File: src/rtl/pipe_skid_stage_pkg.sv
// pipe_pkg: shared types and defaults for the skid-buffered pipeline stage.
//   pipe_state_e    - occupancy of the stage (empty / one entry / both slots)
//   PIPE_CNT_W_DEF  - default width of the optional performance counters
package pipe_pkg;

    typedef enum logic [1:0] {
        PS_EMPTY = 2'd0,
        PS_ONE   = 2'd1,
        PS_FULL  = 2'd2
    } pipe_state_e;

    localparam int unsigned PIPE_CNT_W_DEF = 16;

endpackage

File: src/rtl/pipe_skid_stage_slot.sv
// pipe_slot: one WIDTH-bit data register of the skid stage.
//   clk, rst - clock, asynchronous active-high reset (clears to 0)
//   clr_i    - synchronous clear, wins over ld_i
//   ld_i     - load d_i at the next rising edge
//   d_i      - data in
//   q_o      - held data
module pipe_slot #(
    parameter int unsigned WIDTH = 32
) (
    input  logic             clk,
    input  logic             rst,
    input  logic             clr_i,
    input  logic             ld_i,
    input  logic [WIDTH-1:0] d_i,
    output logic [WIDTH-1:0] q_o
);

    logic [WIDTH-1:0] q_q;

    always_ff @(posedge clk or posedge rst) begin
        if (rst) begin
            q_q <= '0;
        end else if (clr_i) begin
            q_q <= '0;
        end else if (ld_i) begin
            q_q <= d_i;
        end
    end

    assign q_o = q_q;

endmodule

File: src/rtl/pipe_skid_stage.sv
// pipe_skid_stage: pipeline register with valid/ready handshake, synchronous
// flush and a one-entry skid buffer. in_ready depends on state only.
//   clk, rst            - clock, asynchronous active-high reset
//   flush               - discard all held entries (drops a same-cycle input)
//   in_valid/in_data    - upstream payload, accepted when in_ready=1
//   in_ready            - stage can accept this cycle
//   out_valid/out_data  - payload to downstream, taken when out_ready=1
//   out_ready           - downstream accepts
//   stall_cnt/flush_cnt - saturating counters, present only when the macro
//                         PIPE_SKID_STAGE_PERF_EN is defined
module pipe_skid_stage
    import pipe_pkg::*;
#(
    parameter int unsigned WIDTH = 32,
    parameter int unsigned CNT_W = PIPE_CNT_W_DEF
) (
    input  logic             clk,
    input  logic             rst,
    input  logic             flush,
    input  logic             in_valid,
    input  logic [WIDTH-1:0] in_data,
    output logic             in_ready,
    output logic             out_valid,
    output logic [WIDTH-1:0] out_data,
    input  logic             out_ready
`ifdef PIPE_SKID_STAGE_PERF_EN
    ,
    output logic [CNT_W-1:0] stall_cnt,
    output logic [CNT_W-1:0] flush_cnt
`endif
);

    pipe_state_e      state_q, state_d;
    logic             in_ready_q, out_valid_q;
    logic             in_fire, out_fire;
    logic             main_ld, skid_ld;
    logic [WIDTH-1:0] main_d, main_q, skid_q;

    assign in_fire  = in_valid & in_ready_q;
    assign out_fire = out_valid_q & out_ready;

    always_comb begin
        state_d = state_q;
        main_ld = 1'b0;
        skid_ld = 1'b0;
        main_d  = in_data;
        case (state_q)
            PS_EMPTY: begin
                if (in_fire) begin
                    state_d = PS_ONE;
                    main_ld = 1'b1;
                end
            end
            PS_ONE: begin
                if (in_fire && out_fire) begin
                    main_ld = 1'b1;
                end else if (in_fire) begin
                    state_d = PS_FULL;
                    skid_ld = 1'b1;
                end else if (out_fire) begin
                    state_d = PS_EMPTY;
                end
            end
            PS_FULL: begin
                // Skid drains into main; in_ready is low so no input here.
                if (out_fire) begin
                    state_d = PS_ONE;
                    main_ld = 1'b1;
                    main_d  = skid_q;
                end
            end
            default: state_d = PS_EMPTY;
        endcase
        // Slot clears are driven by flush directly and win over loads.
        if (flush) begin
            state_d = PS_EMPTY;
        end
    end

    // Handshake outputs are registered decodes of the next state so they
    // always agree with state_q without a combinational path.
    always_ff @(posedge clk or posedge rst) begin
        if (rst) begin
            state_q     <= PS_EMPTY;
            in_ready_q  <= 1'b1;
            out_valid_q <= 1'b0;
        end else begin
            state_q     <= state_d;
            in_ready_q  <= (state_d != PS_FULL);
            out_valid_q <= (state_d != PS_EMPTY);
        end
    end

    pipe_slot #(.WIDTH(WIDTH)) u_main (
        .clk   (clk),
        .rst   (rst),
        .clr_i (flush),
        .ld_i  (main_ld),
        .d_i   (main_d),
        .q_o   (main_q)
    );

    pipe_slot #(.WIDTH(WIDTH)) u_skid (
        .clk   (clk),
        .rst   (rst),
        .clr_i (flush),
        .ld_i  (skid_ld),
        .d_i   (in_data),
        .q_o   (skid_q)
    );

    assign in_ready  = in_ready_q;
    assign out_valid = out_valid_q;
    assign out_data  = main_q;

`ifdef PIPE_SKID_STAGE_PERF_EN
    logic [CNT_W-1:0] stall_cnt_q, flush_cnt_q;

    always_ff @(posedge clk or posedge rst) begin
        if (rst) begin
            stall_cnt_q <= '0;
            flush_cnt_q <= '0;
        end else begin
            if (out_valid_q && !out_ready && (stall_cnt_q != '1)) begin
                stall_cnt_q <= stall_cnt_q + 1'b1;
            end
            if (flush && (state_q != PS_EMPTY) && (flush_cnt_q != '1)) begin
                flush_cnt_q <= flush_cnt_q + 1'b1;
            end
        end
    end

    assign stall_cnt = stall_cnt_q;
    assign flush_cnt = flush_cnt_q;
`else
    logic unused_cnt_w;
    assign unused_cnt_w = ^CNT_W;
`endif

endmodule

File: config.mk
export PLATFORM = sky130hd
export DESIGN_NAME = pipe_skid_stage
export DESIGN_NICKNAME = d
export VERILOG_FILES = /design/src/rtl/pipe_skid_stage_pkg.sv /design/src/rtl/pipe_skid_stage_slot.sv /design/src/rtl/pipe_skid_stage.sv
export SDC_FILE = /design/constraint.sdc
export NUM_CORES = 1
export LEC_CHECK = 0
export BUFFER_PORTS_ARGS = -buffer_cell sky130_fd_sc_hd__buf_2
export CAP_MARGIN = 20
export CORE_MARGIN = 2
export CORE_UTILIZATION = 59
export DETAILED_ROUTE_END_ITERATION = 8
export GPL_TIMING_DRIVEN = 0
export PLACE_DENSITY = 0.95
export SYNTH_ARGS = -nofsm -noshare
export SYNTH_HDL_FRONTEND = slang
export SYNTH_SLANG_ARGS = --single-unit
File: constraint.sdc
create_clock -name clk -period 3 [get_ports clk]
set_input_delay 0.3 -clock clk [delete_from_list [all_inputs] [get_ports clk]]
set_output_delay 0.3 -clock clk [all_outputs]
set_load 0.05 [all_outputs]
* Word-level counts from Yosys, hierarchy flattened
Index checks and enable logic that the tools add are counted.
** Word-level totals
- Flip-flop bits (word level) :: 68
- Input bits :: 37
- Output and inout port bits :: 34
- Logic and storage cells :: 34
** Operators by class
- Equality and inequality tests :: 3
- Mux-type cells :: 19
- Bitwise logic cells :: 2
- Reduce and logical (&&, ||, !) cells :: 5
** Operators with widths (count)
- 32-bit two-way mux :: 6
- 2-bit two-way mux :: 6
- 2-bit one-hot mux with 3 select lines :: 1
- 2-bit nonzero test :: 3
- 1-bit two-way mux :: 5
- 1-bit one-hot mux with 3 select lines :: 1
- 1-bit bitwise AND :: 2
- 2-bit by 1-bit equality test with 1-bit output (second input constant) :: 1
- 2-bit equality test (second input constant) :: 1
- 2-bit logical NOT :: 1
- 2-bit inequality test (second input constant) :: 1
- 1-bit logical AND :: 1

* Logic depth before layout (Yosys ltp)
Gate-level depths: netlist of the first run.
- Depth in word-level cells :: 7
- Gate-level depth with buffers :: 6
- Depth with buffers taken out :: 3

* By module
A second synthesis of the first run with hierarchy kept.
** Second synthesis, totals
- Cell total of the unflattened synthesis :: 264
- Area, all modules :: 3383.2 um^2
** Modules (own cells, without submodules)
- pipe_slot :: instances 2, cells each 104, area an instance 1327.5 um^2, sequential area each 800.8 um^2
- pipe_skid_stage :: instances 1, cells each 56, area an instance 728.2 um^2, sequential area each 101.3 um^2

* Worst setup path after synthesis of the first run
No wires, ideal clock.
- Path kind :: register to register
- From :: reg in_ready_q, in the netlist in_ready
- To :: reg u_skid.q_q[0], in the netlist u_skid.q_o[0]
- Library setup time :: 79 ps
- Arrival :: 1622 ps
- Data required time :: 2921 ps
- Setup slack :: 1299 ps
- Cell stages (with the launch flop) :: 7
- Buffers on the path :: 3
- Clock period less this slack :: 1701 ps
- Path through :: dfstp_2 > and3b_1 > buf_6 > and3_4 > buf_6 > buf_6 > mux2i_1
** On the way
- Longest elaborated chain between the ends :: 5
- Elaborated cells between the ends (all ways) :: 6
- Classes of those cells :: mux (3); bitwise (1); reduce/logical (2)
** Ends and longest elaborated chain
- start: declaration :: RTL line pipe_skid_stage.sv:34 : logic in_ready_q, out_valid_q;
- start signal: assignment :: RTL line pipe_skid_stage.sv:89 : in_ready_q <= (state_d != PS_FULL);
- 1-bit bitwise AND (*) :: RTL line pipe_skid_stage.sv:39 : assign in_fire = in_valid & in_ready_q;
- 1-bit two-way mux / 1-bit logical AND (equally long branches) :: RTL line pipe_skid_stage.sv:57, pipe_skid_stage.sv:55
- 1-bit two-way mux (*) :: RTL line pipe_skid_stage.sv:55 : if (in_fire && out_fire) begin
- 1-bit two-way mux (*) :: RTL line pipe_skid_stage.sv:47 : case (state_q)
- 2-bit nonzero test (no source line) (*)
- end signal: assignment :: RTL line pipe_skid_stage_slot.sv:26 : q_q <= d_i;
- end: declaration :: RTL line pipe_skid_stage_slot.sv:18 : logic [WIDTH-1:0] q_q;
Every way passes the cells marked *; elsewhere a longest branch is shown, timed or not.
A chain may end at the register's enable or synchronous reset.

* Final worst setup path of the first run
- From :: reg state_q[0]
- To :: reg u_main.q_q[16], in the netlist u_main.q_o[16]
** On the way
- Longest elaborated chain between the ends :: 4
- Elaborated cells between the ends (all ways) :: 8
- Classes of those cells :: eq/ne (2); mux (4); reduce/logical (2)
** Ends and longest elaborated chain
- start: declaration :: RTL line pipe_skid_stage.sv:33 : pipe_state_e state_q, state_d;
- start signal: assignment :: RTL line pipe_skid_stage.sv:88 : state_q <= state_d;
- 2-bit equality test :: RTL line pipe_skid_stage.sv:47
- 32-bit two-way mux :: RTL line pipe_skid_stage.sv:47
- 32-bit two-way mux :: RTL line pipe_skid_stage_slot.sv:25 : end else if (ld_i) begin
- 32-bit two-way mux :: RTL line pipe_skid_stage_slot.sv:23 : end else if (clr_i) begin
- end signal: assignment :: RTL line pipe_skid_stage_slot.sv:26
- end: declaration :: RTL line pipe_skid_stage_slot.sv:18
Parallel ways exist; a longest one is shown, timed or not. The select of a mux whose other input is x is not followed.

==> flow_metrics.env, run 1 <==
export IMPL_outcome="completed"
export IMPL_async_reset_ff_frac=1.00
export IMPL_fin_skew_ns=0.00687
export IMPL_pwr_share_comb=0.239
export IMPL_switching_share=0.341
export IMPL_grt_max_degree=69
export IMPL_die_h_um=80.7
export IMPL_syn_area_um2=3470
export IMPL_grt_usage=0.291
export IMPL_yosys_most_used_dff="dfrtp_1"
export IMPL_cts_sinks=68
export IMPL_criticalPathCategory="flip-flop to flip-flop"
export IMPL_hold_path_class="primary input to async pin"
export IMPL_drive_gt1_frac=0.250
export IMPL_power_frac_clock=0.299
export IMPL_io_pin_count=71
export IMPL_fin_util=0.728
export IMPL_dpl_hpwl_um=5920
export IMPL_setup_viol=0
export IMPL_finalCritPeriodShare=0.563
export IMPL_cts_resized=0
export IMPL_wl_um=8930
export IMPL_p_int_w=0.00147
export IMPL_cts_buffers=9
export IMPL_startpoint_type="flip-flop"
export IMPL_end_kind="flip-flop"
export IMPL_clock_path_buffers=2
export IMPL_drt_iter0_drc=336
export IMPL_grt_pass1_vias=3058
export IMPL_slew_headroom=0.440
export IMPL_vias=3076
export IMPL_rows=27
export IMPL_synth_edf_count=0
export IMPL_slew_violations=0
export IMPL_drt_first_pass_iters=6
export IMPL_layout_min_cycle_time_ns=1.69
export IMPL_path_clk_slew_ns=0.07
export IMPL_hold_buffers=0
export IMPL_grt_pass1_wl_um=14400
export IMPL_critPathMaxFanout=10
export IMPL_gp_congestion=0.821
export IMPL_start_util=0.620
export IMPL_clock_fmax_mhz=592
export IMPL_via_per_inst=6.10
export IMPL_ys_seq_area_frac=0.490
export IMPL_die_w_um=80.7
export IMPL_antenna_cells=0
export IMPL_hold_viol=0
export IMPL_fill_cells=415
export IMPL_drv_cap=0
export IMPL_antenna_found_initial=0
export IMPL_ir_worst_vdd_mv=0.349
export IMPL_ys_ff_latch=68
export IMPL_finalNonFillerCells=504
export IMPL_cts_tree="yes"
export IMPL_grt_overflow=0
export IMPL_die_area_um2=6520
export IMPL_cp_arrival_ns=1.92
export IMPL_whs_ns=0.109
export IMPL_clkLatencyLatePin_ns=0.35
export IMPL_root_buffer="clkbuf_8"
export IMPL_synth_fp_nets=384
export IMPL_dp_cells=488
export IMPL_postCtsSetupBuffers=0
export IMPL_drc=0
export IMPL_worst_slew_pin_slew_ns=0.839
export IMPL_pwr_share_seq=0.462
export IMPL_ys_types=29
export IMPL_pwr_density_cell_nw_per_um2=545
export IMPL_nets=464
export IMPL_required_ns=3.23
export IMPL_syn2layout_area_growth_pct=17.5
export IMPL_p_leak_nw=1.91
export IMPL_port_buffers=69
export IMPL_cts_htree_levels=3
export IMPL_avgSynthCellArea_um2=10.0
export IMPL_p_sw_w=0.000758
export IMPL_ant_nets=0
export IMPL_syn_inst=347
export IMPL_timing_setup_tns_ns=0
export IMPL_wl_per_cell_um=17.7
export IMPL_yosys_warnings=0
export IMPL_grt_setup_unrepaired="false"
export IMPL_core_area_um2=5610
## synth_stat cells (3+ instances only)
cell / number / area (um^2)
a311oi_1: 32 / 280
buf_2: 11 / 55.1
buf_6: 5 / 56.3
clkbuf_1: 16 / 60.1
clkbuf_2: 3 / 15.0
dfrtp_1: 67 / 1680
mux2i_1: 32 / 320
nand2_1: 3 / 11.3
nand2b_1: 64 / 400
nand3_1: 32 / 160
nor2_1: 32 / 120
o21ai_0: 33 / 165
## critical path: stages (launching register included)
cell      delay (ns)
dfrtp_1         0.47
a21boi_2        0.33
clkbuf_2        0.29
o21ai_0         0.15
a311oi_1        0.34
## power groups by stage
stage / clock network [W] / registers [W] / logic [W]
3_5_place_dp: 0 / 0.00104 / 0.000530
3_3_place_gp: 0 / 0.00104 / 0.000516
6_report: 0.000665 / 0.00103 / 0.000532
4_1_cts: 0.000671 / 0.00103 / 0.000533
2_1_floorplan: 0 / 0.00118 / 0.000237
5_1_grt: 0.000721 / 0.00103 / 0.000568
## per-layer routing
metal / part of all wire / wire length (um) / global-route usage
met1: 0.42 / 3740 / 0.394
met2: 0.49 / 4360 / 0.453
met3: 0.073 / 648 / 0.0556
met4: 0.021 / 184 / 0.142
met5: 0 / 0 / 0
## area by class of cell
type | instances | area (um^2) | share of cell area
timing repair buffer | 69 | 345 | 0.0846
sequential | 68 | 1700 | 0.417
tap | 72 | 90.1 | 0.0221
multi-input combinational | 242 | 1580 | 0.387
inverter | 1 | 6.26 | 0.00153
clock buffer | 11 | 141 | 0.0346
clock inverter | 5 | 27.5 | 0.00674
buffer | 36 | 190 | 0.0466
## cells by family after synthesis
logic type / Yosys count / share of synthesized area
muxes: 32 / 0.0922
DFF: 68 / 0.490
AOI/OAI and AO/OA: 71 / 0.143
and+or+nand+nor: 139 / 0.219
buffers and inverters: 37 / 0.0558
## cells in the final DEF (no fill, tap or decap), drive strengths merged
cell type	instances
or2b	1
and3	1
nand2	3
nor3b	1
a221oi	1
clkinv	4
dfstp	1
nor4bb	1
a221o	1
clkbuf	30
inv	1
and3b	1
nand4b	1
nor2	32
a21bo	1
nand3b	1
a21o	1
nand4	1
a311oi	32
buf	86
mux2i	32
o21ai	33
a21oi	1
dfrtp	67
clkinvlp	1
a21boi	1
nand2b	64
nand3	32
## sequential cells by signal (all words and copies together) (netlist names)
signal,count
u_skid.q_o,32
in_ready,1
out_valid,1
u_main.q_o,32
state_q,2
## per-stage QoR
step | total power [W] | instance area (um^2) | setup WS, ns
2_1_floorplan | 0.00142 | 3470 | 0.990
3_3_place_gp | 0.00155 | 3910 | 0.193
3_5_place_dp | 0.00157 | 3910 | 1.24
4_1_cts | 0.00223 | 4080 | 1.32
5_1_grt | 0.00232 | 4080 | 1.23
6_report | 0.00222 | 4080 | 1.31
## worst paths after layout
check | from | to | slack (ns) | cells after the start
worst max-delay path | state_q[0] | u_main.q_o[16] | 1.31 | 4
worst min-delay path | rst | u_main.q_o[8] | 0.11 | 2
worst max register to register | state_q[0] | u_main.q_o[16] | 1.31 | 4
worst min register to register | u_skid.q_o[25] | u_skid.q_o[25] | 0.55 | 2
max in group asynchronous | rst | state_q[0] | 2.33 | 2
min in group clk | in_data[7] | u_skid.q_o[7] | 0.22 | 3
(Power assumes the default switching activity.)
==> run 2, diff against run 1 <==
--- a/config.mk
+++ b/config.mk
@@ -8,10 +8,10 @@
 export BUFFER_PORTS_ARGS = -buffer_cell sky130_fd_sc_hd__buf_2
 export CAP_MARGIN = 20
 export CORE_MARGIN = 2
-export CORE_UTILIZATION = 59
+export CORE_UTILIZATION = 55
 export DETAILED_ROUTE_END_ITERATION = 8
 export GPL_TIMING_DRIVEN = 0
-export PLACE_DENSITY = 0.95
+export PLACE_DENSITY = 0.9
 export SYNTH_ARGS = -nofsm -noshare
 export SYNTH_HDL_FRONTEND = slang
 export SYNTH_SLANG_ARGS = --single-unit
==> constraint.sdc (replaced) <==
create_clock -name clk -period 1.65 [get_ports clk]
set_input_delay 0.165 -clock clk [delete_from_list [all_inputs] [get_ports clk]]
set_output_delay 0.165 -clock clk [all_outputs]
set_load 0.05 [all_outputs]
==> run 2 against run 1 <==
Net effect:
- the run now ends with negative hold slack, negative setup slack left
- register-to-register slack got worse by 1.3 ns
- final area rose by 4.5%
- critical endpoint is now u_skid.q_o[3]
- global-route usage down 2.4 points
- highest routed layer unchanged
- final cell count up 1.2%
- largest power group unchanged
- wire length increased by 5.6%
- critical path depth rose by 2
- die area up 6.9%
- clock power rose by 100%
==> flow_metrics.env, run 2 (synthesized netlist as in run 1, its figures left out) <==
export IMPL_ant_nets=0
export IMPL_fin_area_um2=4270
export IMPL_hold_viol=11
export IMPL_startpoint_type="flip-flop"
export IMPL_worst_path_max_delay_cell="dfstp_2"
export IMPL_required_ns=1.90
export IMPL_pwr_share_seq=0.439
export IMPL_seq_area_um2=1700
export IMPL_worst_slew_pin_slew_ns=0.892
export IMPL_gp_congestion=0.799
export IMPL_p_sw_w=0.00138
export IMPL_wl_um=9430
export IMPL_die_area_um2=6970
export IMPL_outcome="finished, violations left"
export IMPL_drv_cap=0
export IMPL_placed_area_um2=3940
export IMPL_port_buffers=69
export IMPL_pwr_share_comb=0.246
export IMPL_multiInputGateArea_um2=1610
export IMPL_die_w_um=83.5
export IMPL_grt_pass1_vias=3002
export IMPL_wl_per_cell_um=18.5
export IMPL_via_per_inst=6.16
export IMPL_grt_max_degree=41
export IMPL_drt_iter0_drc=335
export IMPL_drt_first_pass_iters=5
export IMPL_die_h_um=83.5
export IMPL_cp_endpoint="u_skid.q_o[3]"
export IMPL_io_pin_count=71
export IMPL_dp_cells=492
export IMPL_end_kind="flip-flop"
export IMPL_finalCritPeriodShare=1.00
export IMPL_r2r_setup_slack_ns=-0.0006
export IMPL_fill_cells=443
export IMPL_whs_ns=-0.0202
export IMPL_layout_min_cycle_time_ns=1.65
export IMPL_root_buffer="clkbuf_8"
export IMPL_syn2layout_area_growth_pct=22.8
export IMPL_crit_path_max_incr_delay_ns=0.53
export IMPL_p_leak_nw=1.98
export IMPL_path_cells="and3b_1 -> buf_6 -> and3_4 -> buf_12 -> buf_12 -> mux2i_2"
export IMPL_clkLatencyLatePin_ns=0.35
export IMPL_r2r_start="in_ready"
export IMPL_core_area_um2=6030
export IMPL_cts_tree="yes"
export IMPL_grt_pass1_wl_um=14900
export IMPL_r2r_end="u_skid.q_o[3]"
export IMPL_postLayoutSetupSlackWorst_ns=-0.000551
export IMPL_hold_path_class="primary input to async pin"
export IMPL_finalNonFillerCells=510
export IMPL_dpl_hpwl_um=6190
export IMPL_vias=3140
export IMPL_rows=28
export IMPL_ir_worst_vdd_mv=0.689
export IMPL_antenna_found_initial=0
export IMPL_drive_gt1_frac=0.274
export IMPL_slew_headroom=0.404
export IMPL_violations="negative hold slack, negative setup slack"
export IMPL_slew_violations=0
export IMPL_switching_share=0.324
export IMPL_final_common_cell="buf_2"
export IMPL_drc=0
export IMPL_cts_htree_levels=3
export IMPL_fin_util=0.708
export IMPL_clock_path_buffers=2
export IMPL_antenna_cells=0
export IMPL_cts_buffers=9
export IMPL_criticalPathCategory="flip-flop to flip-flop"
export IMPL_critPathLaunch="in_ready"
export IMPL_p_int_w=0.00288
export IMPL_fin_skew_ns=0.00811
export IMPL_grt_overflow=0
export IMPL_cp_arrival_ns=1.90
export IMPL_critPathMaxFanout=7
export IMPL_cts_sinks=68
export IMPL_start_util=0.577
export IMPL_grt_usage=0.267
export IMPL_pwr_density_cell_nw_per_um2=999
export IMPL_nets=468
export IMPL_path_clk_slew_ns=0.07
export IMPL_power_frac_clock=0.316
export IMPL_setup_viol=1
export IMPL_layout_common_cells="buf_2, dfrtp_1, nand2b_1, o21ai_0"
export IMPL_crit_top_cell="buf_12"
export IMPL_clock_fmax_mhz=606
export IMPL_r2r_cells=6
run 2: stage by stage:
| step | setup WS (ns) | setup TNS (ns) | power, W |
|---|---|---|---|
| finish | -0.000551 | -0.000551 | 0.00426 |
| detailed placement | -0.0129 | -0.0129 | 0.00287 |
| global route | -0.0561 | -0.579 | 0.00442 |
| floorplan | -0.0463 | -1.39 | 0.00258 |
| global placement | 0.0487 | 0 | 0.00283 |
| CTS | -0.0153 | -0.0493 | 0.00419 |
run 2: how the worst min path moves through the flow:
| stage | slack [ns] | end |
|---|---|---|
| 4_1_cts | 0.02 | u_main.q_o[27] |
| 3_3_place_gp | 0.44 | u_skid.q_o[26] |
| 3_5_place_dp | 0.39 | u_main.q_o[27] |
| 5_1_grt | 0.07 | u_main.q_o[27] |
| 6_report | -0.02 | u_main.q_o[28] |
| 2_1_floorplan | 0.27 | state_q[1] |
run 2: final cells by class:
type,count,area share
Sequential cell,68,0.399
Clock buffer,13,0.0349
Inverter,1,0.00176
Buffer,36,0.0584
Clock inverter,2,0.00821
Multi-Input combinational cell,242,0.376
Timing Repair Buffer,73,0.0991
Tap cell,75,0.0220
run 2: power groups by stage:
| stage | clock network (W) | logic [W] | registers, W |
|---|---|---|---|
| 2_1_floorplan | 0 | 0.000432 | 0.00215 |
| 3_3_place_gp | 0 | 0.000943 | 0.00189 |
| 3_5_place_dp | 0 | 0.000970 | 0.00190 |
| 4_1_cts | 0.00135 | 0.000975 | 0.00187 |
| 5_1_grt | 0.00143 | 0.00111 | 0.00188 |
| 6_report | 0.00134 | 0.00105 | 0.00187 |
run 2: per-layer routing:
metal	share of wire	GRT usage
met1	0.40	0.371
met2	0.49	0.422
met3	0.093	0.0643
met4	0.015	0.0733
met5	0	0
run 2: what timing repair did:
action | 4_1_cts | 5_1_grt
gates resized for setup | 1 | 31
setup buffers | 0 | 1
setup endpoints to repair | 5 | 44
gates cloned | 0 | 2
hold endpoints to repair | 0 | 0
hold buffers | 0 | 0
run 2: worst max-delay path: cells and delay by family, from the launching register on:
| family | cells | cell delay (ns) |
|---|---|---|
| buf+inv | 3 | 0.40 |
| simple gates | 2 | 0.39 |
| flops | 1 | 0.53 |
| mux | 1 | 0.24 |
==> run 3, diff against run 2 <==
==> constraint.sdc (replaced) <==
create_clock -name clk -period 1.8 [get_ports clk]
set_input_delay 0.18 -clock clk [delete_from_list [all_inputs] [get_ports clk]]
set_output_delay 0.18 -clock clk [all_outputs]
set_load 0.05 [all_outputs]
==> run 3 against run 2 <==
Net effect:
- the run now ends clean
- die area unchanged
- register-to-register slack improved by 0.10 ns
- clock-buffer cell count unchanged
- total power decreased by 7.2%
- flip-flop and latch count unchanged
- final area decreased by 2.5%
- global-route usage increased by 0.58 points
- highest routed layer unchanged
==> flow_metrics.env, run 3 (synthesized netlist as in run 1, its figures left out) <==
export IMPL_outcome="completed"
export IMPL_clock_path_buffers=2
export IMPL_antenna_found_initial=0
export IMPL_dpl_hpwl_um=6110
export IMPL_multiInputGateArea_um2=1580
export IMPL_ant_nets=0
export IMPL_crit_top_cell="buf_6"
export IMPL_required_ns=2.05
export IMPL_core_area_um2=6030
export IMPL_startpoint_type="flip-flop"
export IMPL_path_clk_slew_ns=0.08
export IMPL_critPathMaxFanout=10
export IMPL_cts_buffers=9
export IMPL_nets=466
export IMPL_ir_worst_vdd_mv=0.621
export IMPL_cts_htree_levels=3
export IMPL_wl_um=9240
export IMPL_cts_tree="yes"
export IMPL_grt_pass1_vias=3040
export IMPL_criticalPathCategory="flip-flop to flip-flop"
export IMPL_hold_viol=0
export IMPL_worst_path_max_delay_cell="dfstp_2"
export IMPL_grt_overflow=0
export IMPL_cts_sinks=68
export IMPL_via_per_inst=6.04
export IMPL_hold_path_class="primary input to flip-flop"
export IMPL_syn2layout_area_growth_pct=19.8
export IMPL_timing_setup_tns_ns=0
export IMPL_grt_usage=0.272
export IMPL_fill_cells=459
export IMPL_pwr_density_cell_nw_per_um2=950
export IMPL_die_area_um2=6970
export IMPL_die_w_um=83.5
export IMPL_start_util=0.577
export IMPL_final_common_cell="buf_2"
export IMPL_rows=28
export IMPL_seq_area_um2=1700
export IMPL_drt_first_pass_iters=5
export IMPL_layout_common_cells="buf_2, dfrtp_1, nand2b_1, o21ai_0"
export IMPL_grt_max_degree=37
export IMPL_drive_gt1_frac=0.253
export IMPL_port_buffers=69
export IMPL_fin_skew_ns=0.0127
export IMPL_drt_iter0_drc=255
export IMPL_drv_cap=0
export IMPL_end_kind="flip-flop"
export IMPL_crit_path_max_incr_delay_ns=0.56
export IMPL_clock_fmax_mhz=589
export IMPL_worst_slew_pin_slew_ns=0.808
export IMPL_io_pin_count=71
export IMPL_fin_util=0.691
export IMPL_clkLatencyLatePin_ns=0.35
export IMPL_finalCritPeriodShare=0.943
export IMPL_path_buf_inv=3
export IMPL_path_cells="and3b_1 -> buf_6 -> and3_4 -> buf_6 -> buf_6 -> mux2i_1"
export IMPL_cp_arrival_ns=1.95
export IMPL_vias=3075
export IMPL_grt_setup_unrepaired="false"
export IMPL_die_h_um=83.5
export IMPL_wl_per_cell_um=18.1
export IMPL_drc=0
export IMPL_antenna_cells=0
export IMPL_cp_top_family="flip-flops"
export IMPL_grt_pass1_wl_um=15100
export IMPL_p_leak_nw=1.94
export IMPL_gp_congestion=0.811
export IMPL_setup_viol=0
export IMPL_slew_violations=0
export IMPL_layout_min_cycle_time_ns=1.70
export IMPL_root_buffer="clkbuf_8"
export IMPL_slew_headroom=0.460
[run 3: final timing paths]
| path | from | endpoint | slack, ns | cells after the start |
|---|---|---|---|---|
| setup / recovery | in_ready | u_skid.q_o[21] | 0.10 | 6 |
| setup reg to reg | in_ready | u_skid.q_o[21] | 0.10 | 6 |
| hold / removal | in_data[13] | u_skid.q_o[13] | 0.09 | 3 |
| min in group asynchronous | rst | u_skid.q_o[28] | 0.53 | 3 |
| max in group asynchronous | rst | u_main.q_o[17] | 0.64 | 4 |
| hold reg to reg | u_skid.q_o[28] | u_skid.q_o[28] | 0.54 | 2 |
[run 3: area by class of cell]
cell class | instances | share of cell area
sequential | 68 | 0.409
multi-input combinational | 242 | 0.379
timing repair buffer | 71 | 0.0902
buffer | 36 | 0.0460
clock buffer | 13 | 0.0406
tap | 75 | 0.0225
clock inverter | 3 | 0.0105
inverter | 1 | 0.00180
[run 3: worst reg2reg max path, delay by kind of cell (launching register included)]
kind | cells | cell delay, ns
buf+inv | 3 | 0.44
mux | 1 | 0.26
simple gates | 2 | 0.35
flops | 1 | 0.56
[run 3: repair_timing]
item,in CTS,in global routing
hold buffers,1,0
setup buffers,0,0
hold endpoints to repair,16,0
gates resized for setup,0,2
endpoints found under the setup margin,0,1
[run 3: where the power goes]
| part | total, W | leakage [nW] | internal, W | switching (W) |
|---|---|---|---|---|
| clock network | 0.00134 | 0.110 | 0.000755 | 0.000585 |
| registers | 0.00171 | 0.923 | 0.00164 | 0.0000710 |
| logic | 0.000903 | 0.911 | 0.000283 | 0.000620 |
[run 3: metal layers]
layer  track usage  routed length, um  up-vias
met2         0.435               4410      181
met5             0                  0        -
li1              -                  -     1390
met3        0.0603                812       15
met4        0.0924                120        0
met1         0.370               3890     1489
[run 3: through the flow]
step | hold slack [ns] | setup WS, ns | total power (W) | cell area [um^2] | cells
3_5_place_dp | 0.378 | 0.152 | 0.00263 | 3940 | 492
6_report | 0.0894 | 0.102 | 0.00395 | 4160 | 509
5_1_grt | 0.0945 | 0.0149 | 0.00410 | 4160 | 509
3_3_place_gp | 0.451 | 0.192 | 0.00260 | 3920 | 491
4_1_cts | 0.0841 | 0.118 | 0.00395 | 4160 | 509
2_1_floorplan | 0.286 | 0.0990 | 0.00236 | 3480 | 347
